**src/rtl/ws2812_frame_scheduler_pkg.sv**
```systemverilog
// Shared types and constants for the WS2812 column frame scheduler.
package ws2812_frame_scheduler_pkg;

  typedef enum logic [2:0] {
    IDLE  = 3'd0,
    FETCH = 3'd1,
    START = 3'd2,
    BUSY  = 3'd3,
    GAP   = 3'd4
  } sched_state_e;

  localparam int BITS_PER_LED          = 24;
  localparam int DEFAULT_LED_COUNT     = 8;
  localparam int DEFAULT_NUM_COLUMNS   = 64;
  localparam int DEFAULT_GAP_CYCLES    = 2500;
  localparam int DEFAULT_START_TIMEOUT = 16;

  // A window of N clocks is timed by loading N-1 and waiting for zero.
  function automatic int timer_reload(input int cycles);
    return (cycles > 1) ? cycles - 1 : 0;
  endfunction

endpackage

```
**src/rtl/ws2812_gap_timer.sv**
```systemverilog
// Loadable down-counter shared by the start timeout and the inter-frame gap.
module ws2812_gap_timer #(
  parameter int WIDTH = 12
) (
  input  logic             clk,
  input  logic             reset,
  input  logic             load,
  input  logic [WIDTH-1:0] load_value,
  output logic             done
);

  logic [WIDTH-1:0] count;

  // Reload on request, otherwise count down and rest at zero.
  always_ff @(posedge clk or negedge reset) begin
    if (!reset) begin
      count <= '0;
    end else if (load) begin
      count <= load_value;
    end else if (count != '0) begin
      count <= count - WIDTH'(1);
    end
  end

  assign done = (count == '0);

endmodule

```
**src/rtl/ws2812_frame_scheduler.sv**
```systemverilog
// Fetches one column per frame tick and hands it to the WS2812 driver,
// enforcing a start handshake, a start timeout and a latch gap between frames.
module ws2812_frame_scheduler
  import ws2812_frame_scheduler_pkg::*;
#(
  parameter int LED_COUNT     = DEFAULT_LED_COUNT,
  parameter int NUM_COLUMNS   = DEFAULT_NUM_COLUMNS,
  parameter int GAP_CYCLES    = DEFAULT_GAP_CYCLES,
  parameter int START_TIMEOUT = DEFAULT_START_TIMEOUT,
  localparam int COL_W   = (NUM_COLUMNS > 1) ? $clog2(NUM_COLUMNS) : 1,
  localparam int FRAME_W = LED_COUNT * BITS_PER_LED
) (
  input  logic               clk,
  input  logic               reset,
  input  logic               enable,
  input  logic               frame_tick,
  input  logic               index,
  output logic [COL_W-1:0]   col_addr,
  input  logic [FRAME_W-1:0] mem_data,
  output logic               drv_start,
  output logic [FRAME_W-1:0] drv_data,
  input  logic               drv_busy,
  output logic               frame_done,
  output logic               overrun,
  output logic               timeout_err,
  input  logic               clear_status
);

  localparam int TIMER_MAX = (GAP_CYCLES > START_TIMEOUT) ? GAP_CYCLES : START_TIMEOUT;
  localparam int TIMER_W   = (TIMER_MAX > 1) ? $clog2(TIMER_MAX) : 1;
  localparam logic [TIMER_W-1:0] START_RELOAD = TIMER_W'(timer_reload(START_TIMEOUT));
  localparam logic [TIMER_W-1:0] GAP_RELOAD   = TIMER_W'(timer_reload(GAP_CYCLES));
  localparam logic [COL_W-1:0]   LAST_COL     = COL_W'(NUM_COLUMNS - 1);

  sched_state_e       state;
  logic               pending;
  logic               index_pending;
  logic               launch;
  logic               advance;
  logic               timeout_hit;
  logic               overrun_event;
  logic               timer_load;
  logic               timer_done;
  logic [TIMER_W-1:0] timer_value;

  ws2812_gap_timer #(
    .WIDTH(TIMER_W)
  ) u_gap_timer (
    .clk       (clk),
    .reset     (reset),
    .load      (timer_load),
    .load_value(timer_value),
    .done      (timer_done)
  );

  // Decode this cycle's transitions and arm the timer for the window being entered.
  always_comb begin
    launch        = (state == IDLE) && enable && pending;
    timeout_hit   = (state == START) && !drv_busy && timer_done;
    advance       = (state == BUSY) && !drv_busy;
    overrun_event = enable && frame_tick && pending && !launch;
    timer_load    = 1'b0;
    timer_value   = GAP_RELOAD;
    if (state == FETCH) begin
      timer_load  = 1'b1;
      timer_value = START_RELOAD;
    end else if (timeout_hit || advance) begin
      timer_load  = 1'b1;
    end
  end

  // Frame sequencing, tick/index bookkeeping and sticky status, all registered.
  always_ff @(posedge clk or negedge reset) begin
    if (!reset) begin
      state         <= IDLE;
      col_addr      <= '0;
      drv_start     <= 1'b0;
      drv_data      <= '0;
      frame_done    <= 1'b0;
      overrun       <= 1'b0;
      timeout_err   <= 1'b0;
      pending       <= 1'b0;
      index_pending <= 1'b0;
    end else begin
      frame_done <= 1'b0;

      if (!enable) begin
        pending <= 1'b0;
      end else if (launch) begin
        pending <= frame_tick;
      end else if (frame_tick) begin
        pending <= 1'b1;
      end

      if (overrun_event) begin
        overrun <= 1'b1;
      end else if (clear_status) begin
        overrun <= 1'b0;
      end

      if (timeout_hit) begin
        timeout_err <= 1'b1;
      end else if (clear_status) begin
        timeout_err <= 1'b0;
      end

      if (advance) begin
        index_pending <= 1'b0;
        if (index || index_pending || (col_addr == LAST_COL)) begin
          col_addr <= '0;
        end else begin
          col_addr <= col_addr + COL_W'(1);
        end
      end else if ((state == IDLE && !launch) || (state == GAP && timer_done)) begin
        if (index || index_pending) begin
          col_addr      <= '0;
          index_pending <= 1'b0;
        end
      end else if (index) begin
        index_pending <= 1'b1;
      end

      case (state)
        IDLE: begin
          if (launch) begin
            state <= FETCH;
          end
        end
        FETCH: begin
          drv_data  <= mem_data;
          drv_start <= 1'b1;
          state     <= START;
        end
        START: begin
          if (drv_busy) begin
            drv_start <= 1'b0;
            state     <= BUSY;
          end else if (timer_done) begin
            drv_start <= 1'b0;
            state     <= GAP;
          end
        end
        BUSY: begin
          if (!drv_busy) begin
            frame_done <= 1'b1;
            state      <= GAP;
          end
        end
        GAP: begin
          if (timer_done) begin
            state <= IDLE;
          end
        end
        default: begin
          drv_start <= 1'b0;
          state     <= IDLE;
        end
      endcase
    end
  end

endmodule

```
**config.mk**
```make
export PLATFORM = sky130hd
export DESIGN_NAME = ws2812_frame_scheduler
export DESIGN_NICKNAME = d
export VERILOG_FILES = /design/src/rtl/ws2812_frame_scheduler_pkg.sv /design/src/rtl/ws2812_gap_timer.sv /design/src/rtl/ws2812_frame_scheduler.sv
export SDC_FILE = /design/constraint.sdc
export NUM_CORES = 1
export LEC_CHECK = 0
export ABC_CLOCK_PERIOD_IN_PS = 2100
export BUFFER_PORTS_ARGS = -buffer_cell sky130_fd_sc_hd__buf_2
export CAP_MARGIN = 15
export CORE_AREA = 2 2 155 157
export CTS_CLUSTER_SIZE = 25
export DETAILED_ROUTE_END_ITERATION = 12
export DIE_AREA = 0 0 157 159
export HOLD_SLACK_MARGIN = 0.15
export PLACE_DENSITY = 0.68
export RECOVER_POWER = 100
export SYNTH_ARGS = -nofsm -noshare
export SYNTH_HDL_FRONTEND = slang
export SYNTH_SLANG_ARGS = --single-unit
```
**constraint.sdc**
```tcl
create_clock -name clk -period 2.1 [get_ports clk]
set_input_delay 0.525 -clock clk [delete_from_list [all_inputs] [get_ports clk]]
set_output_delay 0.525 -clock clk [all_outputs]
set_load 0.02 [all_outputs]
```
==> results.yml <==
status:
  status: "finished, violations left"
  violations: "setup timing"
cts:
  tritoncts: "built"
  h-tree-depth: 1
  clkTransAtPathRegs_ps: 60
  insertion_delay_ps: 520
  numCtsBuffers: 25
  cts_root_buf: "clkbuf_16"
  cts_sinks: 219
  clock_path_buffers: 3
power:
  p_sw_mw: 8.84
  ir_worst_vdd_v: 0.00146
  power_mw: 20.4
  power.internal_mw: 11.6
  cellLeakagePower_nw: 6.23
  powerDensity_nw_per_um2: 1720
  clockPowerShare_pct: 22.1
  swShare_pct: 43.3
  p_comb_share_pct: 41.4
  pwr-share-seq_pct: 36.6
worst_setup_path:
  path_cells: "inv_2 -> ha_4 -> or4b_4 -> or4_4 -> o21ai_4 -> buf_4 -> a21oi_1"
  crit_start: "u_gap_timer.count[1]"
  r2r-start: "u_gap_timer.count[1]"
  crit_type: "register to register"
  worstSetupEndpoint: "u_gap_timer.count[5]"
  critPathTopFamily: "simple AND/OR/NAND/NOR gates"
  crit_fanout: 7
  crit_cells: 7
  crit_buf_inv: 2
  reg2regPathDepth: 7
  end_kind: "register"
  r2r_slack_ps: -30
  required_ps: 2490
  worstPathArrival_ps: 2520
  reg2reg_to: "u_gap_timer.count[5]"
  crit_slowest_cell: "or4_4"
  crit_path_start_kind: "register"
  max_stage_delay_ps: 500
detailed_routing:
  wl_per_cell_um: 14.9
  ant_nets: 0
  detail_route.vias_per_cell: 4.56
  via_count: 7864
  drt_wl_total_um: 25700
  drcViolationCount: 0
  dr.first_iter.drc_count: 478
  drt_first_pass_iters: 4
floorplanning:
  die_x_um: 157
  std_cell_rows: 56
  fp.dieH_um: 159
  start_util_pct: 37.1
  coreArea_um2: 23200
  die_area_um2: 25000
  ios: 401
placement:
  dpl_worst_slack_ps: -168
  place_hpwl_um: 18600
  place_area_um2: 11300
  place_congestion: 0.872
  portBuffers: 400
synth:
  ys_async_sr_fraction_pct: 100
  synth-edff-count: 0
  synth_area_per_cell_um2: 8.95
  synth_flop_cell: "dfrtp_1"
  synth_area_um2: 8600
  netlist_instances: 961
  ys_ff_latch: 219
  syn-num-nets: 1163
  synth_cell_types: 43
  ys_warn_count: 0
  synth_seq_area_share_pct: 63.7
job:
  drv_cap: 0
global_route:
  grt.total_usage_pct: 20.1
  grt_pass1_vias: 7799
  grt_max_degree: 97
  grt_pass1_wl_um: 40200
  grt_overflow: 0
  antenna_found_initial: 1
cells_and_area:
  stdcell_area_um2: 11800
  most-common-layout-cells: "nand2_1 (580), dfrtp_1 (219), clkbuf_1 (218), buf_2 (197), clkbuf_16 (25)"
  fill_cells: 2285
  drive_gt1_share_pct: 20.8
  fin_nets: 1587
  final_common_cell: "nand2_1"
  area_growth_pct: 37.7
min_path:
  hold_path.class: "primary input to register"
sta:
  period_needed_ps: 2130
  max_freq_mhz: 469
  final.setup.worst_slack_ps: -33.9
  finalSetupTns_ps: -66.1
  period_share_pct: 102
  rsz0062_at_grt: "yes"
  relSlewSlack_pct: 15.9
  finClkSkew_ps: 13.0
  slew_violations: 0
  tightestPinTransition_ps: 1260
  hold_viol: 0
  setup_viol: 3
## through the flow
| step | utilization, % | hold slack [ps] | std cells |
|---|---|---|---|
| CTS | 52.4 | 166 | 1719 |
| global route | 51.1 | 175 | 1722 |
| floorplan | - | 229 | 961 |
| finish | 51.1 | 191 | 1723 |
| global placement | 48.6 | 453 | 1673 |
| detailed placement | 48.6 | 456 | 1673 |
## how the worst min path moves through the flow
stage                   end          from  cells after the start  slack, ps
5_1_grt        drv_data[22]  mem_data[22]                      3        170
6_report       drv_data[24]  mem_data[24]                      3        190
2_1_floorplan   col_addr[0]         reset                      0        230
3_3_place_gp    drv_data[5]   drv_data[5]                      2        450
4_1_cts        drv_data[93]  mem_data[93]                      3        170
3_5_place_dp   drv_data[27]  drv_data[27]                      2        460
## cell type report
cell class                 count  area (um2)  share of cell area, %
tap                          319         399                   3.37
timing repair buffer         446        2110                   17.8
clock inverter                 9         124                   1.05
antenna                        1        2.50                 0.0211
multi-input combinational    682        2950                   24.9
clock buffer                  36         737                   6.22
inverter                      11        41.3                  0.349
sequential                   219        5480                   46.3
## routing by layer
| metal | up-vias | global-route usage, % | share of wire, % |
|---|---|---|---|
| met2 | 265 | 33.7 | 49 |
| met5 | - | 0 | 0 |
| met4 | 0 | 8.55 | 4.1 |
| met1 | 3681 | 24.8 | 41 |
| met3 | 79 | 4.68 | 6.3 |
| li1 | 3839 | - | - |
## cell usage after synthesis (5+ instances only)
cell type | count | area share [%]
a21oi_1 | 10 | 0.58
clkbuf_1 | 47 | 2.1
dfrtp_1 | 219 | 64
inv_1 | 11 | 0.48
nand2_1 | 581 | 25
nand3_1 | 6 | 0.35
nor2_1 | 11 | 0.48
nor3_1 | 5 | 0.29
o21ai_0 | 10 | 0.58
## power by group through the flow
stage / Clock [mW] / Sequential [mW] / Combinational [mW]
final: 4.50 / 7.46 / 8.43
after detailed placement: 0 / 7.40 / 9.12
after CTS: 4.61 / 7.40 / 9.13
after global placement: 0 / 7.37 / 8.93
after floorplan: 0 / 9.64 / 3.19
after global routing: 4.79 / 7.72 / 9.32
## registers in the layout, summed over array words and instances, names as in the netlist
register           cells
timeout_err            1
u_gap_timer.count     12
drv_data             192
col_addr               6
state                  3
drv_start              1
overrun                1
index_pending          1
pending                1
frame_done             1
## tightest hold or removal path, cell delays in order
cell,delay (ps)
buf_2,70
nand2_1,40
nand2_1,40
## kinds of logic after synthesis
group	synth area share (%)
adder cells (fa/ha/maj)	0.436
AO/OA/AOI/OAI	3.38
AND/OR/NAND/NOR	28.8
multiplexers	0.349
buffers and inverters	2.79
flip-flops	63.7
XOR/XNOR	0.509
## timing repair
item                                   in CTS  in global routing
pin swaps                                   2                  5
buffers inserted                            0                  3
endpoints found under the hold margin      38                  0
setup endpoints to repair                  17                 10
hold buffers                                1                  0
gates resized for setup                     2                  9
Note: power is estimated with default switching activity, not from simulation.
